### config.mk
export PLATFORM = sky130hd
export DESIGN_NAME = multicycle_addsub32
export DESIGN_NICKNAME = d
export VERILOG_FILES = /design/src/rtl/addsub_pkg.sv /design/src/rtl/addsub_chunk.sv /design/src/rtl/multicycle_addsub32.sv
export SDC_FILE = /design/constraint.sdc
export NUM_CORES = 1
export LEC_CHECK = 0
export ABC_AREA = 1
export CAP_MARGIN = 20
export CORE_AREA = 2 2 123 125
export DETAILED_ROUTE_END_ITERATION = 6
export DIE_AREA = 0 0 125 127
export PLACE_DENSITY = 0.67
export SYNTH_ARGS = -nofsm -noshare
export SYNTH_HDL_FRONTEND = slang
export SYNTH_SLANG_ARGS = --single-unit
### constraint.sdc
create_clock -name clk -period 11.9 [get_ports clk]
set_input_delay 3.57 -clock clk [delete_from_list [all_inputs] [get_ports clk]]
set_output_delay 3.57 -clock clk [all_outputs]
set_load 0.01 [all_outputs]
### src/rtl/addsub_pkg.sv
// Shared constants for the multi-cycle adder/subtractor: FSM encoding,
// default geometry and the chunk-counter width helper.
package addsub_pkg;

  localparam int unsigned DEF_WIDTH   = 32;
  localparam int unsigned DEF_CHUNK_W = 8;

  localparam logic [1:0] IDLE = 2'd0;
  localparam logic [1:0] RUN  = 2'd1;
  localparam logic [1:0] DONE = 2'd2;

  // A one-chunk build still needs a 1-bit counter to stay a legal vector.
  function automatic int unsigned cnt_width(input int unsigned n);
    return (n > 32'd1) ? $clog2(n) : 32'd1;
  endfunction

  localparam int unsigned NCHUNK = DEF_WIDTH / DEF_CHUNK_W;
  localparam int unsigned CNT_W  = cnt_width(NCHUNK);

endpackage

### src/rtl/addsub_chunk.sv
// CHUNK_W-bit combinational ripple adder; exposes the carry into its MSB so the
// caller can derive signed overflow from the last slice.
module addsub_chunk #(
  parameter int unsigned CHUNK_W = 8
) (
  input  logic [CHUNK_W-1:0] a_i,
  input  logic [CHUNK_W-1:0] b_i,
  input  logic               cin_i,
  output logic [CHUNK_W-1:0] sum_o,
  output logic               cout_o,
  output logic               cmsb_o
);

  logic [CHUNK_W:0] c_s;

  // Bit-serial ripple through the slice.
  always_comb begin
    c_s    = '0;
    sum_o  = '0;
    c_s[0] = cin_i;
    for (int i = 0; i < CHUNK_W; i++) begin
      sum_o[i]  = a_i[i] ^ b_i[i] ^ c_s[i];
      c_s[i+1]  = (a_i[i] & b_i[i]) | (c_s[i] & (a_i[i] ^ b_i[i]));
    end
  end

  assign cout_o = c_s[CHUNK_W];
  assign cmsb_o = c_s[CHUNK_W-1];

endmodule

### src/rtl/multicycle_addsub32.sv
// Multi-cycle adder/subtractor feeding the SLT stage, one CHUNK_W slice per clock.
// Optional registered zero flag: define ADDSUB_ZERO_FLAG_EN.
module multicycle_addsub32
  import addsub_pkg::*;
#(
  parameter int unsigned WIDTH   = DEF_WIDTH,
  parameter int unsigned CHUNK_W = DEF_CHUNK_W
) (
  input  logic             clk,
  input  logic             reset,
  input  logic             start,
  input  logic             subtract,
  input  logic [WIDTH-1:0] a,
  input  logic [WIDTH-1:0] b,
  output logic             ready,
  output logic             busy,
  output logic             done,
  output logic [WIDTH-1:0] sum,
  output logic             carryout,
`ifdef ADDSUB_ZERO_FLAG_EN
  output logic             overflow,
  output logic             zero
`else
  output logic             overflow
`endif
);

  localparam int unsigned N_CH = WIDTH / CHUNK_W;
  localparam int unsigned C_W  = cnt_width(N_CH);
  localparam logic [C_W-1:0] LAST_CNT = C_W'(N_CH - 1);

  if ((WIDTH % CHUNK_W) != 0) begin : g_bad_geometry
    $error("multicycle_addsub32: WIDTH must be a multiple of CHUNK_W");
  end

  logic [1:0]         state_q, state_d;
  logic [WIDTH-1:0]   a_q, a_d;
  logic [WIDTH-1:0]   b_q, b_d;
  logic               carry_q, carry_d;
  logic               cmsb_q, cmsb_d;
  logic [C_W-1:0]     cnt_q, cnt_d;
  logic               last_q, last_d;
  logic [WIDTH-1:0]   part_q, part_d;
  logic [WIDTH-1:0]   sum_q, sum_d;
  logic               cout_q, cout_d;
  logic               ovf_q, ovf_d;
  logic               ready_q, ready_d;
  logic               busy_q, busy_d;
  logic               done_q, done_d;
`ifdef ADDSUB_ZERO_FLAG_EN
  logic               zero_q, zero_d;
`endif

  logic                     load_s;
  logic [CHUNK_W-1:0]       ch_sum_s;
  logic                     ch_cout_s;
  logic                     ch_cmsb_s;
  logic [WIDTH+CHUNK_W-1:0] part_cat_s;

  addsub_chunk #(
    .CHUNK_W (CHUNK_W)
  ) u_chunk (
    .a_i    (a_q[CHUNK_W-1:0]),
    .b_i    (b_q[CHUNK_W-1:0]),
    .cin_i  (carry_q),
    .sum_o  (ch_sum_s),
    .cout_o (ch_cout_s),
    .cmsb_o (ch_cmsb_s)
  );

  // Operands shift down one slice per cycle; finished slices enter the partial from the top.
  assign part_cat_s = {ch_sum_s, part_q};
  assign load_s     = ready_q & start;

  // Next-state and datapath control.
  always_comb begin
    state_d = state_q;
    a_d     = a_q;
    b_d     = b_q;
    carry_d = carry_q;
    cmsb_d  = cmsb_q;
    cnt_d   = cnt_q;
    last_d  = last_q;
    part_d  = part_q;
    sum_d   = sum_q;
    cout_d  = cout_q;
    ovf_d   = ovf_q;
`ifdef ADDSUB_ZERO_FLAG_EN
    zero_d  = zero_q;
`endif

    case (state_q)
      IDLE: begin
        if (start) begin
          state_d = RUN;
        end else begin
          state_d = IDLE;
        end
      end
      RUN: begin
        // The final slice is registered before publishing, so results load flop-to-flop.
        if (last_q) begin
          state_d = DONE;
          sum_d   = part_q;
          cout_d  = carry_q;
          ovf_d   = carry_q ^ cmsb_q;
`ifdef ADDSUB_ZERO_FLAG_EN
          zero_d  = (part_q == {WIDTH{1'b0}});
`endif
        end else begin
          state_d = RUN;
        end
      end
      DONE: begin
        if (start) begin
          state_d = RUN;
        end else begin
          state_d = IDLE;
        end
      end
      default: begin
        state_d = IDLE;
      end
    endcase

    if (load_s) begin
      a_d     = a;
      b_d     = b ^ {WIDTH{subtract}};
      carry_d = subtract;
      cmsb_d  = 1'b0;
      cnt_d   = {C_W{1'b0}};
      last_d  = 1'b0;
      part_d  = {WIDTH{1'b0}};
    end else if ((state_q == RUN) && !last_q) begin
      a_d     = a_q >> CHUNK_W;
      b_d     = b_q >> CHUNK_W;
      carry_d = ch_cout_s;
      cmsb_d  = ch_cmsb_s;
      part_d  = part_cat_s[WIDTH+CHUNK_W-1:CHUNK_W];
      if (cnt_q == LAST_CNT) begin
        last_d = 1'b1;
      end else begin
        cnt_d  = cnt_q + C_W'(1);
      end
    end else begin
      last_d  = last_q;
    end

    ready_d = (state_d != RUN);
    busy_d  = (state_d == RUN);
    done_d  = (state_d == DONE);
  end

  // State and datapath registers; reset discards any operation in flight.
  always_ff @(posedge clk or posedge reset) begin
    if (reset) begin
      state_q <= IDLE;
      a_q     <= {WIDTH{1'b0}};
      b_q     <= {WIDTH{1'b0}};
      carry_q <= 1'b0;
      cmsb_q  <= 1'b0;
      cnt_q   <= {C_W{1'b0}};
      last_q  <= 1'b0;
      part_q  <= {WIDTH{1'b0}};
      sum_q   <= {WIDTH{1'b0}};
      cout_q  <= 1'b0;
      ovf_q   <= 1'b0;
      ready_q <= 1'b1;
      busy_q  <= 1'b0;
      done_q  <= 1'b0;
`ifdef ADDSUB_ZERO_FLAG_EN
      zero_q  <= 1'b0;
`endif
    end else begin
      state_q <= state_d;
      a_q     <= a_d;
      b_q     <= b_d;
      carry_q <= carry_d;
      cmsb_q  <= cmsb_d;
      cnt_q   <= cnt_d;
      last_q  <= last_d;
      part_q  <= part_d;
      sum_q   <= sum_d;
      cout_q  <= cout_d;
      ovf_q   <= ovf_d;
      ready_q <= ready_d;
      busy_q  <= busy_d;
      done_q  <= done_d;
`ifdef ADDSUB_ZERO_FLAG_EN
      zero_q  <= zero_d;
`endif
    end
  end

  assign ready    = ready_q;
  assign busy     = busy_q;
  assign done     = done_q;
  assign sum      = sum_q;
  assign carryout = cout_q;
  assign overflow = ovf_q;
`ifdef ADDSUB_ZERO_FLAG_EN
  assign zero     = zero_q;
`endif

endmodule

## After elaboration in Yosys (flattened, before gate mapping)

Index checks and enable logic that the tools add are counted.

- $mul: 0
- Shift operators: 0
- Divide/modulo/power cells: 0
- Reductions and logical operators: 9
- Bitwise logic cells: 43
- Muxes and demuxes: 19
- Add/subtract/negate cells: 1
- Order comparisons: 0
- Eq/ne operators: 7

Operator list:

| operator | number |
|---|---|
| $mux 32 | 6 |
| $xor 32x32->32 | 1 |
| $and 1x1->1 | 17 |
| $xor 1x1->1 | 17 |
| $mux 1 | 8 |
| $mux 2 | 4 |
| $or 1x1->1 | 8 |
| $eq 2x2->1 const B | 3 |
| $reduce_and 2->1 | 3 |
| $eq 2x1->1 const B | 2 |
| $pmux 2 s2 | 1 |
| $reduce_bool 2->1 | 2 |
| $add 2x1->2 const B | 1 |
| $logic_not 2->1 | 1 |
| $ne 2x1->1 const B | 1 |
| $ne 2x2->1 const B | 1 |
| $reduce_or 2->1 | 1 |
| $logic_and 1x1->1 | 1 |
| $logic_not 1->1 | 1 |

- Memories: 0
- Output and inout bits: 37
- Latch bits: 0
- Bits in registers: 140
- Bits in read-only memories: 0
- Logic and storage cells: 93
- Memory bits (writable): 0

## Longest topological paths before layout

Gate-level depths: netlist (run 1).

- Depth after elaboration: 19
- Depth in mapped cells: 16

## By module

Synthesis (run 1) repeated with hierarchy kept, for this count alone.

- Cell total of the unflattened synthesis: 742
- Area, all modules: 6,343.6 sq um

By module, submodules not included:

| module | sequential area each (sq um) | instances | cells an instance | area an instance (sq um) |
|---|---|---|---|---|
| multicycle_addsub32 | 3,504.6 | 1 | 724 | 6,145.9 |
| addsub_chunk | 0.0 | 1 | 18 | 197.7 |

## Worst setup path after synthesis (run 1)

Ideal clock, no wire load.

- Path kind: in2reg
- Start point: in subtract
- End point: reg b_q[0]
- Setup time: 0.124 ns
- Required time: 11.776 ns
- Slack: 7.498 ns
- Stages on the path: 5
- Arrival time: 4.278 ns
- Cell sequence: buf_2 buf_2 or2_2 nand3_1 nand3_1

- Longest elaborated chain between the ends: 2

RTL lines:

| what | RTL line | RTL |
|---|---|---|
| start: declaration | multicycle_addsub32.sv:12 | `input logic subtract,` |
| $xor 32x32->32 | multicycle_addsub32.sv:128 | `b_d = b ^ {WIDTH{subtract}};` |
| $mux 32 | multicycle_addsub32.sv:126 | `if (load_s) begin` |
| end signal: assignment | multicycle_addsub32.sv:159 | `b_q <= {WIDTH{1'b0}};` |
| end: declaration | multicycle_addsub32.sv:38 | `logic [WIDTH-1:0] b_q, b_d;` |

Every way passes these cells.
A chain may end at the register's enable or synchronous reset.

## Worst setup path in the final report (run 1)

- Start point: in start
- End point: reg b_q[3]

- Longest elaborated chain between the ends: 2
- Elaborated cells between the ends (all ways): 3
- Those cells by class: mux: 1; bitwise: 1; reduce/logical: 1

RTL lines:

| what | RTL line | RTL |
|---|---|---|
| start: declaration | multicycle_addsub32.sv:11 | `input logic start,` |
| $and 1x1->1 * | multicycle_addsub32.sv:73 | `assign load_s = ready_q & start;` |
| $mux 32 / $reduce_bool 2->1 (equally long branches) | n/a |  |

Mark *: on every way between the ends. The rest lies on a longest branch, timed or not.

==> results.md, run 1 <==
- P_sw: a little under 0.8 mW
- Synth top area share: 0.541
- Seq/Total Area, Yosys: 0.545
- Deepest clock path buffer count: 2
- Num CTS Buffers: 17
- Clock Pin Slew Worst Setup and Hold Paths: 0.05 ns
- DRT iter0 DRCs: between 400 and 500
- CP max FO: 80
- Hold Crit Class: reg -> reg
- Layout cells sized above 1: 0.0760
- Power per Cell Area: 260 mW/mm²
- Ant diodes: 0
- Status: complete, no violations
- Clock power frac: 0.256
- Dpl ws: about 5.2 ns
- Skew final: 0.00605 ns
- Worst hold slack: approximately 0.47 ns
- Post-Syn Area: between 0.006 and 0.007 mm²
- CP cell instances: clkdlybuf4s50_1 > nand2_2 > buf_4 > inv_2 > nor2_4 > nand2_1 > nand3_1
- Final global-route overflow total: 0
- Reg-to-reg slack, setup: 7.99 ns
- Resize count post-CTS: 0
- Largest stage delay, worst path: roughly 0.97 ns
- TritonCTS clock tree: yes
- Die ar.: about 0.016 mm²
- Pre-Repair DR Iteration Count: 5
- # port buffers: 104
- Worst EP arrival: around 6.6 ns
- Switching Fraction: 0.366
- Worst Path Buf+Inv: 3
- Setup ws final: between 5 and 6 ns
- Initial antenna violation count: 0
- Tightest Pin Transition: between 1 and 1.5 ns
- CP endpoint kind: flip-flop
- Total power: about 2.1 mW
- Final cycle utilization of the critical path: 0.524
- Synth-to-layout area growth: 25.9%
- CTS sink cnt: 140
- Ports: ~110
- CTS Hold Bufs: 0
- Worst r2r src: b_q[0]
- Top cells by area, synth: dfrtp_1 (54%), nand2_1 (16%), nand3_1 (4.9%), o21ai_0 (4.7%), inv_1 (3.9%)
- WL per Instance: about 13 µm
- First-pass GRT wire length: roughly 23000 µm
- Worst Hold End: b_q[31]
- Initial Util: 0.446
- HP Start: b_q[31]
- Synth area leader: dfrtp_1
- Die Ht: roughly 130 µm
- Post-Route WL: 13200 µm
- Min cycle time layout: about 6.2 ns
- Via/cell ratio: about 4.8
- CP max-delay cell: nor2_4
- Post-synth cell types: 25
- R2R depth: 14
- # setup viols final: 0
- GP Congestion: ~0.74
- Post-CTS Setup Bufs: 0
- Nets: around 930
- HPWL after DPL: 8310 µm
- Total Routing Usage GR: 0.178
- Yosys warnings: 0
- Total of max-cap violations: 0
- CP top delay family: buffers and inverters
- Combinational share of power: 0.372
- Pint: ~1.3 mW
- Synth Register Bits: 140
- Final hold vios: 0
- Cells after synthesis: between 700 and 800
- Net count after synthesis: about 850
- VDD IR max: around 0.13 mV
- Vias in the first global route: 4710
- Worst skew pair latency: 0.42 ns
- Clock root buffer: clkbuf_16
- CP startpoint kind: input port
- H-tree Lvls: 4
- RSZ-0062 raised after global routing: false
- Critical Path Stages: 7
- Core outline area: 0.0144 mm²
- Worst Hold Depth: 2
- Via count: around 5000
- DRT antenna net count: 0
- Die Width: around 130 µm
- Reg2reg end: part_q[31]
- Achievable Freq: 160 MHz
- Final Max Slew Viols: 0
- Max-slew headroom: 0.307
- Fin Setup TNS: 0 ns
- Worst Setup Path Type: in -> reg
- Syn_area_per_cell: about 8.3 µm²
- DRC: 0
- Static leakage: 3.89 nW
- Final core utilization: 0.561
- Part of the power in registers: 0.372
- Number of fill cells: 1363
- Row count: 44
- Largest net degree at the start of global routing: slightly above 80
- Required time of the critical path: approximately 12 ns
==> power groups by stage <==
stage | Clock (mW) | Sequential [mW] | Combinational (mW)
6_report | 0.538 | 0.782 | 0.783
5_1_grt | 0.570 | 0.807 | 0.904
4_1_cts | 0.548 | 0.783 | 0.795
3_5_place_dp | 0 | 0.790 | 0.787
3_3_place_gp | 0 | 0.784 | 0.769
2_1_floorplan | 0 | 0.792 | 0.557
==> layer usage <==
metal,part of all wire,vias up,track usage
li1,-,2574,-
met1,0.48,2288,0.249
met2,0.46,122,0.271
met3,0.049,18,0.0461
met4,0.015,0,0.0627
met5,0,-,0
==> state kept, by name, indices dropped and copies added, names as in the netlist <==
| register | count |
|---|---|
| cmsb_q | 1 |
| a_q | 32 |
| cnt_q | 2 |
| done | 1 |
| busy | 1 |
| carry_q | 1 |
| carryout | 1 |
| sum | 32 |
| state_q | 2 |
| overflow | 1 |
| part_q | 32 |
| b_q | 32 |
| last_q | 1 |
| ready | 1 |
==> synthesized netlist by cell type <==
cell type and number:
nand4_1 1, dfstp_2 1, o22ai_1 1, nand2_1 276, nor2_4 2, nand3_1 63, ha_1 1, xor2_1 1
nand3_4 1, nand2_2 3, or2_2 9, buf_4 5, clkbuf_1 13, nor2_1 51, dfrtp_1 139, buf_6 7
o21ai_1 20, o21ai_2 11, a21oi_1 8, xnor2_1 1, inv_2 3, o21ai_0 61, fa_1 8, inv_1 67
buf_2 19
==> worst max path at each step <==
stage | slack, ns | to | start
detailed placement | 5.23 | part_q[22] | start
global route | 5.38 | part_q[14] | start
finish | 5.66 | b_q[3] | start
floorplan | 4.58 | a_q[0] | reset
global placement | 5.25 | part_q[1] | start
CTS | 5.64 | b_q[3] | start
==> worst min-delay path, stage by stage (launching register included) <==
cell and delay (ns):
dfrtp_1 0.34, nand2_1 0.05, nand2_1 0.04
==> area by class of cell <==
cell class	count	area, µm²	area share
Clock buffer	26	529	0.0654
Inverter	70	268	0.0331
Sequential cell	140	3500	0.433
Tap cell	184	230	0.0284
Multi-Input combinational cell	518	2400	0.297
Timing Repair Buffer	108	1080	0.133
Clock inverter	6	80.1	0.00989
==> stage by stage <==
step	instance area (µm²)	cells
6_report	8090	1052
5_1_grt	8090	1052
4_1_cts	8070	1051
3_5_place_dp	7460	1019
3_3_place_gp	7460	1019
2_1_floorplan	6430	772
==> cells by family (layout without fill, tap and decap cells) <==
family	after synthesis	in the layout	share of synthesized area
DFF	140	140	0.545
adders and majority gates	9	9	0.0269
xor gates and xnor gates	2	2	0.00272
buffers and inverters	114	210	0.0813
AOI/OAI and AO/OA	101	101	0.0852
and+or+nand+nor	406	406	0.259
==> cell usage in the layout, fill, tap and decap left out, types with 9 or more instances in the layout <==
cell | Yosys | final
clkdlybuf4s50_1 | 0 | 103
or2_2 | 9 | 9
nor2_1 | 51 | 51
nand2_1 | 276 | 276
clkbuf_16 | 0 | 17
o21ai_2 | 11 | 11
o21ai_0 | 61 | 61
inv_1 | 67 | 66
nand3_1 | 63 | 63
dfrtp_1 | 139 | 139
o21ai_1 | 20 | 20
Note: power is estimated with default switching activity, not from simulation.
==> run 2: changes to the inputs <==
--- a/config.mk
+++ b/config.mk
@@ -10,7 +10,7 @@
 export CORE_AREA = 2 2 123 125
 export DETAILED_ROUTE_END_ITERATION = 6
 export DIE_AREA = 0 0 125 127
-export PLACE_DENSITY = 0.67
+export PLACE_DENSITY = 0.7
 export SYNTH_ARGS = -nofsm -noshare
 export SYNTH_HDL_FRONTEND = slang
 export SYNTH_SLANG_ARGS = --single-unit
==> constraint.sdc (replaced) <==
create_clock -name clk -period 5.2 [get_ports clk]
set_input_delay 1.56 -clock clk [delete_from_list [all_inputs] [get_ports clk]]
set_output_delay 1.56 -clock clk [all_outputs]
set_load 0.01 [all_outputs]
==> results.md, run 2 (synthesized netlist as in run 1, its figures left out) <==
- CP cell instances: inv_1 > fa_1 > fa_1 > fa_1 > fa_1 > fa_1 > inv_1 > fa_1 > inv_1 > fa_1 > inv_1 > fa_1 > nand3_1 > o21ai_0
- Achievable Freq: approximately 260 MHz
- Required time of the critical path: about 5.5 ns
- Row count: between 40 and 50
- Most common cell after layout, fill and taps aside: nand2_1
- CTS Hold Bufs: 0
- Post-CTS Setup Bufs: 0
- CP endpoint kind: flip-flop
- Combinational share of power: 0.382
- Hold Crit Class: reg -> reg
- Worst r2r src: a_q[0]
- Max-slew headroom: 0.298
- DRT iter0 DRCs: 387
- Pint: 2.96 mW
- Most used cell, CP: fa_1
- Ant diodes: 0
- Worst Hold Depth: 2
- Status: complete, no violations
- Final Max Slew Viols: 0
- WL per Instance: around 12 µm
- Worst hold slack: between 0.4 and 0.5 ns
- Nets: 934
- Die ar.: around 0.016 mm²
- Clock Pin Slew Worst Setup and Hold Paths: around 0.060 ns
- R2R depth: 14
- Die Ht: between 100 and 150 µm
- Worst Setup Path Type: reg -> reg
- H-tree Lvls: 4
- Switching Fraction: 0.372
- Worst EP arrival: between 4 and 5 ns
- Via count: 5033
- Post-Route WL: between 10000 and 15000 µm
- DRC: 0
- HP Start: a_q[25]
- Clock root buffer: clkbuf_16
- CTS sink cnt: between 100 and 150
- Number of fill cells: 1325
- Fin Setup TNS: 0 ns
- Synth-to-layout area growth: 25.3%
- Initial Util: 0.446
- Final hold vios: 0
- Most frequent cells in the layout: nand2_1 (276), dfrtp_1 (139), clkdlybuf4s50_1 (103)
- Ports: between 100 and 150
- P_sw: approximately 1.8 mW
- Total Routing Usage GR: 0.177
- Clock power frac: 0.239
- Tightest Pin Transition: 1.05 ns
- DRT antenna net count: 0
- Worst Path Buf+Inv: 4
- GP Congestion: approximately 0.73
- Largest stage delay, worst path: between 0.4 and 0.5 ns
- Vias in the first global route: between 4000 and 5000
- Deepest clock path buffer count: 2
- Power per Cell Area: 586 mW/mm²
- VDD IR max: roughly 0.33 mV
- RSZ-0062 raised after global routing: false
- Post-route design area: 0.00806 mm²
- Via/cell ratio: between 4 and 5
- Reg-to-reg slack, setup: 1.38 ns
- Num CTS Buffers: 17
- Part of the power in registers: 0.379
- Static leakage: a little under 4 nW
- Worst skew pair latency: about 0.42 ns
- CP max FO: 2
- Reg2reg end: part_q[31]
- Initial antenna violation count: 0
- Critical Path Source: a_q[0]
- Min cycle time layout: roughly 3.8 ns
- Core outline area: between 0.01 and 0.015 mm²
- Skew final: approximately 0.009 ns
- TritonCTS clock tree: yes
- HPWL after DPL: between 8000 and 9000 µm
- Layout cells sized above 1: 0.0759
- Resize count post-CTS: 0
- Total of max-cap violations: 0
- CP max-delay cell: fa_1
- Largest net degree at the start of global routing: around 140
- Pre-Repair DR Iteration Count: 6
- Worst Hold End: a_q[25]
- Placed cell area: approximately 0.0075 mm²
- Final global-route overflow total: 0
- Final cycle utilization of the critical path: 0.735
- CP startpoint kind: flip-flop
- # setup viols final: 0
- CP top delay family: adder cells
- # port buffers: ~100
- Die Width: 125 µm
- First-pass GRT wire length: 22700 µm
==> run 2: cell count changes in the layout (fill, tap and decap cells not counted), sizes merged <==
cell      previous run  this run
clkinv               4         5
clkbuf              26        25
clkinvlp             0         2
bufinv               2         1
inv                 70        69
buf                  5         7
==> run 2: worst reg2reg max path, delay by kind of cell, from the launching register on <==
kind | cells | cell delay (ns)
and+or+nand+nor | 1 | 0.08
adders and majority gates | 8 | 2.89
DFF | 1 | 0.34
AOI/OAI and AO/OA | 1 | 0.09
buffers and inverters | 4 | 0.27
==> run 2: worst max path at each step <==
stage | slack, ns | cells after the start | endpoint
after floorplan | 1.56 | 14 | part_q[31]
after global placement | 1.49 | 14 | part_q[31]
after detailed placement | 1.39 | 14 | part_q[31]
after CTS | 1.38 | 14 | part_q[31]
after global routing | 1.23 | 14 | part_q[31]
final | 1.38 | 14 | part_q[31]
==> run 2: power groups by stage <==
stage / Combinational, mW / Clock (mW) / Sequential (mW)
5_1_grt: 2.07 / 1.20 / 1.85
4_1_cts: 1.84 / 1.15 / 1.79
2_1_floorplan: 1.28 / 0 / 1.81
6_report: 1.80 / 1.13 / 1.79
3_5_place_dp: 1.83 / 0 / 1.80
3_3_place_gp: 1.79 / 0 / 1.79
==> run 2: final cells by class <==
cell class                 instances  area [µm²]  area share
sequential                       140        3500       0.435
inverter                          70         267      0.0331
timing repair buffer             110        1090       0.136
multi-input combinational        518        2400       0.298
tap                              184         230      0.0286
clock inverter                     7        62.6     0.00777
clock buffer                      25         495      0.0615
==> run 2: per-stage QoR <==
stage | power (mW) | setup slack [ns] | std cells | util
after floorplan | 3.09 | 1.56 | 772 | -
after global placement | 3.58 | 1.49 | 1022 | 0.520
after detailed placement | 3.63 | 1.39 | 1022 | 0.520
after CTS | 4.78 | 1.38 | 1054 | 0.558
after global routing | 5.12 | 1.23 | 1054 | 0.558
final | 4.72 | 1.38 | 1054 | 0.558
==> run 2: routing by layer <==
metal	part of all wire	track usage
met5	0	0
met4	0.013	0.0549
met3	0.042	0.0498
met2	0.47	0.281
met1	0.47	0.238
==> run 3: changes to the inputs <==
--- a/config.mk
+++ b/config.mk
@@ -10,7 +10,7 @@
 export CORE_AREA = 2 2 123 125
 export DETAILED_ROUTE_END_ITERATION = 6
 export DIE_AREA = 0 0 125 127
-export PLACE_DENSITY = 0.7
+export PLACE_DENSITY = 0.67
 export SYNTH_ARGS = -nofsm -noshare
 export SYNTH_HDL_FRONTEND = slang
 export SYNTH_SLANG_ARGS = --single-unit
==> constraint.sdc (replaced) <==
create_clock -name clk -period 3.9 [get_ports clk]
set_input_delay 1.17 -clock clk [delete_from_list [all_inputs] [get_ports clk]]
set_output_delay 1.17 -clock clk [all_outputs]
set_load 0.01 [all_outputs]
==> results.md, run 3 (synthesized netlist as in run 1, its figures left out) <==
- Worst Setup EP: part_q[31]
- Nets: roughly 940
- GP Congestion: 0.768
- Ant diodes: 0
- Die ar.: 0.0159 mm²
- Worst EP arrival: about 4 ns
- Max-slew headroom: 0.320
- First-pass GRT wire length: 22200 µm
- Post-Route WL: approximately 13000 µm
- Achievable Freq: between 200 and 300 MHz
- Deepest clock path buffer count: 2
- Hold Crit Class: reg -> reg
- Critical Path Source: a_q[0]
- Final cycle utilization of the critical path: 0.954
- Min cycle time layout: between 3 and 4 ns
- DRT antenna net count: 0
- Layout cells sized above 1: 0.0736
- Num CTS Buffers: 17
- R2R depth: 14
- Final core utilization: 0.557
- Die Width: about 130 µm
- RSZ-0062 raised after global routing: false
- Row count: 44
- Worst skew pair latency: 0.41 ns
- Static leakage: 3.85 nW
- Pre-Repair DR Iteration Count: 5
- VDD IR max: ~0.39 mV
- CP max FO: 2
- Largest net degree at the start of global routing: about 140
- Final hold vios: 0
- Initial antenna violation count: 0
- Post-route design area: approximately 0.008 mm²
- Total of max-cap violations: 0
- Setup ws final: between 0.15 and 0.2 ns
- Tightest Pin Transition: about 1 ns
- Most frequent cells in the layout: nand2_1 (276), dfrtp_1 (139), clkdlybuf4s50_1 (103)
- Placed cell area: approximately 0.0075 mm²
- Dpl ws: around 0.11 ns
- Initial Util: 0.446
- HPWL after DPL: around 8400 µm
- Required time of the critical path: ~4.2 ns
- Most common cell after layout, fill and taps aside: nand2_1
- DRT iter0 DRCs: 291
- Reg2reg end: part_q[31]
- Total power: between 6 and 7 mW
- TritonCTS clock tree: yes
- H-tree Lvls: 4
- Reg-to-reg slack, setup: 0.18 ns
- WL per Instance: 12.3 µm
- Total Routing Usage GR: 0.173
- Dpl cells: a little over 1000
- Clock Pin Slew Worst Setup and Hold Paths: ~0.050 ns
- Worst r2r src: a_q[0]
- Via/cell ratio: ~4.7
- Via count: ~4900
- Final global-route overflow total: 0
- DRC: 0
- CP startpoint kind: flip-flop
- Worst hold slack: about 0.47 ns
- CTS Hold Bufs: 0
- Final Max Slew Viols: 0
- # setup viols final: 0
- CP endpoint kind: flip-flop
- Clock root buffer: clkbuf_16
- Ports: 105
- Vias in the first global route: about 4700
- Non-filler cells, final: approximately 1100
- Die Ht: 127 µm
- Synth-to-layout area growth: 25.0%
- Fin Setup TNS: 0 ns
- Power per Cell Area: just under 800 mW/mm²
- Status: complete, no violations
- Core outline area: around 0.014 mm²
- CTS sink cnt: between 100 and 150
- Skew final: approximately 0.0057 ns
- Worst Setup Path Type: reg -> reg
- # port buffers: 104
[run 3: cell count changes in the layout (fill, tap and decap cells not counted), sizes merged]
cell | previous run | this run
buf | 7 | 9
bufinv | 1 | 0
clkbuf | 25 | 28
clkinv | 5 | 2
clkinvlp | 2 | 1
[run 3: power by group]
part	leakage, nW	internal (mW)	switching (mW)
Sequential	1.83	2.08	0.305
Clock	0.248	0.854	0.541
Combinational	1.76	0.972	1.47
[run 3: worst max-delay path, stage by stage, from the launching register on]
cell and delay, ns:
dfrtp_1 0.35, inv_1 0.06, fa_1 0.43, fa_1 0.39, fa_2 0.35, fa_2 0.34, fa_1 0.36, inv_1 0.07
fa_1 0.15, inv_1 0.05, fa_1 0.36, inv_1 0.10, fa_1 0.41, nand3_1 0.09, o21ai_0 0.08
[run 3: what timing repair did]
action / CTS / global route
setup endpoints to repair: 0 / 1
resized for setup: 0 / 2
buffers inserted: 0 / 0
[run 3: layer usage]
layer,GRT usage,vias up,routed length [µm]
li1,-,2586,-
met1,0.240,2237,6080
met2,0.270,114,6200
met3,0.0373,9,512
met4,0.0647,0,142
met5,0,-,0
[run 3: how the worst min path moves through the flow]
stage | startpoint | endpoint | depth (start not counted)
finish | a_q[30] | a_q[30] | 2
CTS | a_q[31] | a_q[31] | 2
global route | b_q[29] | b_q[21] | 2
global placement | a_q[26] | a_q[26] | 2
floorplan | a_q[12] | a_q[12] | 2
detailed placement | a_q[31] | a_q[31] | 2
[run 3: cell type report]
cell class,count,area (µm²)
clock inverter,2,10.0
timing repair buffer,112,1120
tap,184,230
fill,1359,6390
sequential,140,3500
clock buffer,28,497
inverter,70,267
multi-input combinational,518,2410
